File: src/rtl/capture_window_pkg.sv
// Shared types and sizing helpers for the capture window controller.
package capture_window_pkg;

  // Width of the saturating mismatch counter.
  localparam int ERR_CNT_W = 16;

  // Default window lengths and the counter width they imply.
  localparam int SETUP_CYC_DEF = 2;
  localparam int HOLD_CYC_DEF  = 1;

  // Controller phases: drive D early, strobe, keep D, then compare Q.
  typedef enum logic [2:0] {
    IDLE    = 3'd0,
    SETUP   = 3'd1,
    CAPTURE = 3'd2,
    HOLD    = 3'd3,
    CHECK   = 3'd4
  } state_t;

  // Counter width able to hold the longer of the two window lengths.
  function automatic int cnt_width(input int setup_cyc, input int hold_cyc);
    int w_max;
    w_max = (setup_cyc > hold_cyc) ? setup_cyc : hold_cyc;
    return $clog2(w_max + 1);
  endfunction

  localparam int CNT_W = cnt_width(SETUP_CYC_DEF, HOLD_CYC_DEF);

endpackage

File: src/rtl/rr_arbiter.sv
// Round-robin arbiter: grants the first requester at or after i_ptr.
module rr_arbiter #(
  parameter  int N_REQ = 4,
  localparam int IW    = $clog2(N_REQ)
) (
  input  logic [N_REQ-1:0] i_req,
  input  logic [IW-1:0]    i_ptr,
  input  logic             i_enable,
  output logic [N_REQ-1:0] o_grant,
  output logic [IW-1:0]    o_idx
);

  logic          w_found;
  logic [IW-1:0] w_sel;

  // Scan requesters starting at the pointer and wrapping; first hit wins.
  always_comb begin
    o_grant = {N_REQ{1'b0}};
    o_idx   = {IW{1'b0}};
    w_found = 1'b0;
    w_sel   = {IW{1'b0}};
    for (int off = 0; off < N_REQ; off++) begin
      w_sel = IW'((int'(i_ptr) + off) % N_REQ);
      if (i_enable && !w_found && i_req[w_sel]) begin
        o_grant[w_sel] = 1'b1;
        o_idx          = w_sel;
        w_found        = 1'b1;
      end else begin
        w_found = w_found;
      end
    end
  end

endmodule

File: src/rtl/capture_window_ctrl.sv
// Shares one external capture flop among N_REQ requesters, keeping D
// stable SETUP_CYC cycles before and HOLD_CYC cycles after the strobe,
// then compares the captured Q with the word that was sent.
module capture_window_ctrl
  import capture_window_pkg::*;
#(
  parameter  int N_REQ     = 4,
  parameter  int DW        = 8,
  parameter  int SETUP_CYC = 2,
  parameter  int HOLD_CYC  = 1,
  localparam int IW        = $clog2(N_REQ)
) (
  input  logic                 clk,
  input  logic                 rst,
  input  logic [N_REQ-1:0]     req_valid,
  input  logic [N_REQ*DW-1:0]  req_data,
  output logic [N_REQ-1:0]     req_ready,
  output logic [DW-1:0]        cap_d,
  output logic                 cap_en,
  input  logic [DW-1:0]        cap_q,
  output logic                 rsp_valid,
  output logic [IW-1:0]        rsp_id,
  output logic                 rsp_err,
  output logic [ERR_CNT_W-1:0] err_cnt
);

  localparam int LCNT_W = cnt_width(SETUP_CYC, HOLD_CYC);

  // A zero-length window would let D move at the capture edge.
  if (SETUP_CYC < 1 || HOLD_CYC < 1 || N_REQ < 2) begin : g_param_check
    $error("capture_window_ctrl: need SETUP_CYC>=1, HOLD_CYC>=1, N_REQ>=2");
  end

  state_t                 r_state;
  state_t                 w_next_state;
  logic [LCNT_W-1:0]      r_cnt;
  logic [LCNT_W-1:0]      w_cnt_nxt;
  logic [IW-1:0]          r_ptr;
  logic [IW-1:0]          r_id;
  logic [DW-1:0]          r_data;
  logic [DW-1:0]          r_cap_d;
  logic                   r_cap_en;
  logic                   r_rsp_valid;
  logic [IW-1:0]          r_rsp_id;
  logic                   r_rsp_err;
  logic [ERR_CNT_W-1:0]   r_err_cnt;
  logic [N_REQ-1:0]       w_grant;
  logic [IW-1:0]          w_win_idx;
  logic [DW-1:0]          w_win_data;
  logic                   w_accept;
  logic                   w_mismatch;

  rr_arbiter #(.N_REQ(N_REQ)) u_arb (
    .i_req    (req_valid),
    .i_ptr    (r_ptr),
    .i_enable (r_state == IDLE),
    .o_grant  (w_grant),
    .o_idx    (w_win_idx)
  );

  assign w_accept   = |w_grant;
  assign w_win_data = req_data[w_win_idx*DW +: DW];
  assign w_mismatch = (cap_q != r_data);

  assign req_ready = w_grant;
  assign cap_d     = r_cap_d;
  assign cap_en    = r_cap_en;
  assign rsp_valid = r_rsp_valid;
  assign rsp_id    = r_rsp_id;
  assign rsp_err   = r_rsp_err;
  assign err_cnt   = r_err_cnt;

  // Next-state and window counter logic.
  always_comb begin
    w_next_state = r_state;
    w_cnt_nxt    = r_cnt;
    case (r_state)
      IDLE: begin
        if (w_accept) begin
          w_next_state = SETUP;
          w_cnt_nxt    = LCNT_W'(SETUP_CYC - 1);
        end else begin
          w_next_state = IDLE;
        end
      end
      SETUP: begin
        if (r_cnt == {LCNT_W{1'b0}}) begin
          w_next_state = CAPTURE;
        end else begin
          w_cnt_nxt = r_cnt - LCNT_W'(1);
        end
      end
      CAPTURE: begin
        w_next_state = HOLD;
        w_cnt_nxt    = LCNT_W'(HOLD_CYC - 1);
      end
      HOLD: begin
        if (r_cnt == {LCNT_W{1'b0}}) begin
          w_next_state = CHECK;
        end else begin
          w_cnt_nxt = r_cnt - LCNT_W'(1);
        end
      end
      CHECK: begin
        w_next_state = IDLE;
      end
      default: begin
        w_next_state = IDLE;
        w_cnt_nxt    = {LCNT_W{1'b0}};
      end
    endcase
  end

  // State and counter registers.
  always_ff @(posedge clk) begin
    if (rst) begin
      r_state <= IDLE;
      r_cnt   <= {LCNT_W{1'b0}};
    end else begin
      r_state <= w_next_state;
      r_cnt   <= w_cnt_nxt;
    end
  end

  // Latch the accepted word, drive it onto D and advance the pointer.
  always_ff @(posedge clk) begin
    if (rst) begin
      r_data  <= {DW{1'b0}};
      r_id    <= {IW{1'b0}};
      r_cap_d <= {DW{1'b0}};
      r_ptr   <= {IW{1'b0}};
    end else if (w_accept) begin
      r_data  <= w_win_data;
      r_id    <= w_win_idx;
      r_cap_d <= w_win_data;
      r_ptr   <= (w_win_idx == IW'(N_REQ - 1)) ? {IW{1'b0}} : w_win_idx + IW'(1);
    end
  end

  // Strobe, response and mismatch counter, all registered off next state.
  always_ff @(posedge clk) begin
    if (rst) begin
      r_cap_en    <= 1'b0;
      r_rsp_valid <= 1'b0;
      r_rsp_id    <= {IW{1'b0}};
      r_rsp_err   <= 1'b0;
      r_err_cnt   <= {ERR_CNT_W{1'b0}};
    end else begin
      r_cap_en    <= (w_next_state == CAPTURE);
      r_rsp_valid <= (w_next_state == CHECK);
      if (w_next_state == CHECK) begin
        r_rsp_id  <= r_id;
        r_rsp_err <= w_mismatch;
        if (w_mismatch && (r_err_cnt != {ERR_CNT_W{1'b1}})) begin
          r_err_cnt <= r_err_cnt + ERR_CNT_W'(1);
        end
      end else begin
        r_rsp_err <= 1'b0;
      end
    end
  end

endmodule

File: config.mk
export PLATFORM = sky130hd
export DESIGN_NAME = capture_window_ctrl
export DESIGN_NICKNAME = d
export VERILOG_FILES = /design/src/rtl/capture_window_pkg.sv /design/src/rtl/rr_arbiter.sv /design/src/rtl/capture_window_ctrl.sv
export SDC_FILE = /design/constraint.sdc
export NUM_CORES = 1
export LEC_CHECK = 0
export CORE_AREA = 4 4 111 113
export DETAILED_ROUTE_END_ITERATION = 8
export DIE_AREA = 0 0 115 117
export MAX_ROUTING_LAYER = met4
export SYNTH_ARGS = -nofsm -noshare
export SYNTH_HDL_FRONTEND = slang
export SYNTH_SLANG_ARGS = --single-unit
File: constraint.sdc
create_clock -name clk -period 4.2 [get_ports clk]
set_clock_uncertainty 0.2 [all_clocks]
set_input_delay 0.42 -clock clk [delete_from_list [all_inputs] [get_ports clk]]
set_output_delay 0.42 -clock clk [all_outputs]
set_load 0.03 [all_outputs]
==> impl_metrics.yaml, run 1 <==
run_status:
  status: "complete, no violations"
placement:
  dpl.hpwl_microns: 6020
  io_buffers: 78
  gp_congestion: 0.839
  place_area_sq_um: 3550
sta:
  setup_violations: 0
  setup_tns_ps: 0
  maxSlewHeadroom: 0.185
  max_freq_mhz: 257
  tightest_slew_ps: 1210
  period_share: 0.925
  hold_viol: 0
  whs_ps: 300
  final-max-slew-violation-count: 0
  min_period_ps: 3890
  rsz0062_at_grt: "no"
grt:
  first_global_vias: 2635
  grt_pass1_wl_microns: 12700
  grt_max_degree: 23
  grt_antenna_before_repair: 0
  grt_overflow: 0
  grt_use_total: 0.117
layout:
  final_common_cell: "clkdlybuf4s50_1"
  final_layout_size_suffix_gt1_frac: 0.0714
  antenna_cells: 0
  area.growth.synth_to_final_pct: 40.0
  fin_nets: 448
  nFillCells: 1198
  fin_area_sq_um: 3720
  final_cell_mix: "clkdlybuf4s50_1, dfxtp_1, nand3_1"
critical_path:
  crit-reg2reg-launch: "r_ptr[1]"
  crit_arrival_ps: 3270
  worstPathMaxFanout: 10
  cp_top_family: "buffers and inverters"
  start_kind: "flip-flop"
  critPathMaxStageDelay_ps: 710
  crit_path_start: "r_ptr[1]"
  crit_chain: "inv_1 -> ha_1 -> mux2_2 -> or4_4 -> a22o_1 -> o21ai_0 -> clkdlybuf4s50_1"
  crit_type: "reg2out"
  crit_slowest_cell: "clkdlybuf4s50_1"
  end_kind: "output port"
  path_buf_inv: 2
  cp.required_ps: 3580
floorplan:
  die-area_sq_um: 13500
  die_x_microns: 115
  fp.coreArea_sq_um: 11300
  num_rows: 39
  die_h_microns: 117
  ioPinCount: 79
  initial_core_util: 0.235
clock_network:
  cts_buffers: 5
  h-tree-depth: 2
  clk_latency_ps: 280
  root_buffer: "clkbuf_16"
  hold_buffers: 0
  cts_tree: "built"
  cts_resized: 0
  cts_setup_buffers: 0
  cts_buffer_depth: 2
  path_clk_slew_ps: 60
  cts_sinks: 38
route:
  drt_iter0_drc: 101
  drc: 0
  postRouteAntennaNets: 0
  wire_per_inst_microns: 14.5
  vias_per_cell: 4.94
  dr.pass1.iters: 4
  vias: 2643
  wl_microns: 7780
pwr:
  p_total_mw: 2.19
  p_per_area_nw_per_um2: 589
  max-vdd-ir-drop_mv: 0.395
  power.leakage_nw: 1.29
worst_hold_path:
  min_from: "err_cnt[11]"
  holdCritPathClass: "reg2reg"
yosys:
  synth_edf_count: 0
  yosysSeqAreaShare: 0.286
  postSynth.asyncResetShare: 0
  syn_area_sq_um: 2660
  synthCells: 322
  ys_seq_elements: 38
  syn_avg_cell_area_sq_um: 8.26
  synth_ff_type: "dfxtp_1"
  ys_warn_count: 0
  synth_cell_type_count: 54
  syn-num-nets: 378
job:
  cap_viol_max_count: 0
state kept, by name (all words and copies together), names as in the netlist, named ones only:
register / cells
rsp_id: 2
rsp_valid: 1
r_ptr: 1
r_cnt: 2
cap_en: 1
r_state: 3
cap_d: 8
rsp_err: 1
err_cnt: 16
r_id: 2
final cells by class:
type | count | area [sq um] | area share
Clock buffer | 6 | 139 | 0.0373
Clock inverter | 1 | 30.0 | 0.00806
Inverter | 11 | 41.3 | 0.0111
Multi-Input combinational cell | 251 | 1740 | 0.467
Sequential cell | 38 | 761 | 0.204
Tap cell | 143 | 179 | 0.0481
Timing Repair Buffer | 85 | 833 | 0.224
metal layers:
layer / part of all wire / GRT usage / up-vias
met5: 0 / - / -
met4: 0.0051 / 0.0274 / 0
met3: 0.049 / 0.0237 / 4
met2: 0.46 / 0.184 / 78
met1: 0.49 / 0.155 / 1229
li1: - / - / 1332
where the power goes:
part | switching, mW | leakage [nW] | internal [mW]
clock network | 0.136 | 0.0829 | 0.293
registers | 0.0562 | 0.310 | 0.425
logic | 0.750 | 0.896 | 0.534
synthesized netlist by cell type, types with 4 or more instances:
cell type,count,area share
a21oi_1,12,0.023
a22o_1,4,0.013
a32o_1,8,0.030
buf_2,4,0.0075
buf_6,4,0.017
clkbuf_1,13,0.018
dfxtp_1,38,0.29
ha_1,10,0.047
inv_1,11,0.016
mux2i_1,6,0.023
mux4_2,4,0.034
nand2_1,23,0.032
nand3_1,35,0.066
nand3b_1,4,0.011
nand4_1,4,0.0094
nor2_1,23,0.032
nor3_1,11,0.021
nor3b_1,4,0.011
nor4_1,7,0.016
o21ai_0,9,0.017
o21ai_1,13,0.024
o41ai_1,4,0.013
xnor2_1,18,0.059
worst register-to-register path: stages, from the launching register on:
cell       delay (ps)
dfxtp_1           320
inv_1             130
ha_1              570
mux4_2            630
nand3b_1          120
a22o_1            170
o2111ai_1         230
nor3_1            950
a31o_1            250
path summary, 6_finish.rpt:
| check | endpoint | cells past startpoint | slack, ps |
|---|---|---|---|
| worst max-delay path | req_ready[2] | 7 | 310 |
| worst min-delay path | err_cnt[11] | 2 | 300 |
| worst max register to register | r_cnt[1] | 8 | 580 |
| worst min register to register | err_cnt[11] | 2 | 300 |
per-stage QoR:
stage | util | instances | setup slack (ps)
after global placement | 0.314 | 528 | 590
after floorplan | - | 322 | 158
final | 0.329 | 535 | 314
after global routing | 0.329 | 535 | 163
after CTS | 0.329 | 535 | 304
after detailed placement | 0.314 | 528 | 463
cell families (layout without fill, tap and decap cells):
kind of cell / count (synthesis) / count (layout) / synth area share
flops: 38 / 38 / 0.286
buf+inv: 33 / 103 / 0.0597
simple gates: 136 / 136 / 0.277
compound gates: 69 / 69 / 0.183
xor+xnor: 20 / 20 / 0.0659
mux: 16 / 16 / 0.0818
fa+ha+maj: 10 / 10 / 0.0470
No activity file was read; power rests on OpenSTA's default activity.
==> run 2, diff against run 1 <==
--- a/config.mk
+++ b/config.mk
@@ -12,3 +12,4 @@
 export SYNTH_ARGS = -nofsm -noshare
 export SYNTH_HDL_FRONTEND = slang
 export SYNTH_SLANG_ARGS = --single-unit
+export TNS_END_PERCENT = 1
==> results of run 2 <==
The final DEF is identical to that of run 1; final timing and power are the same.
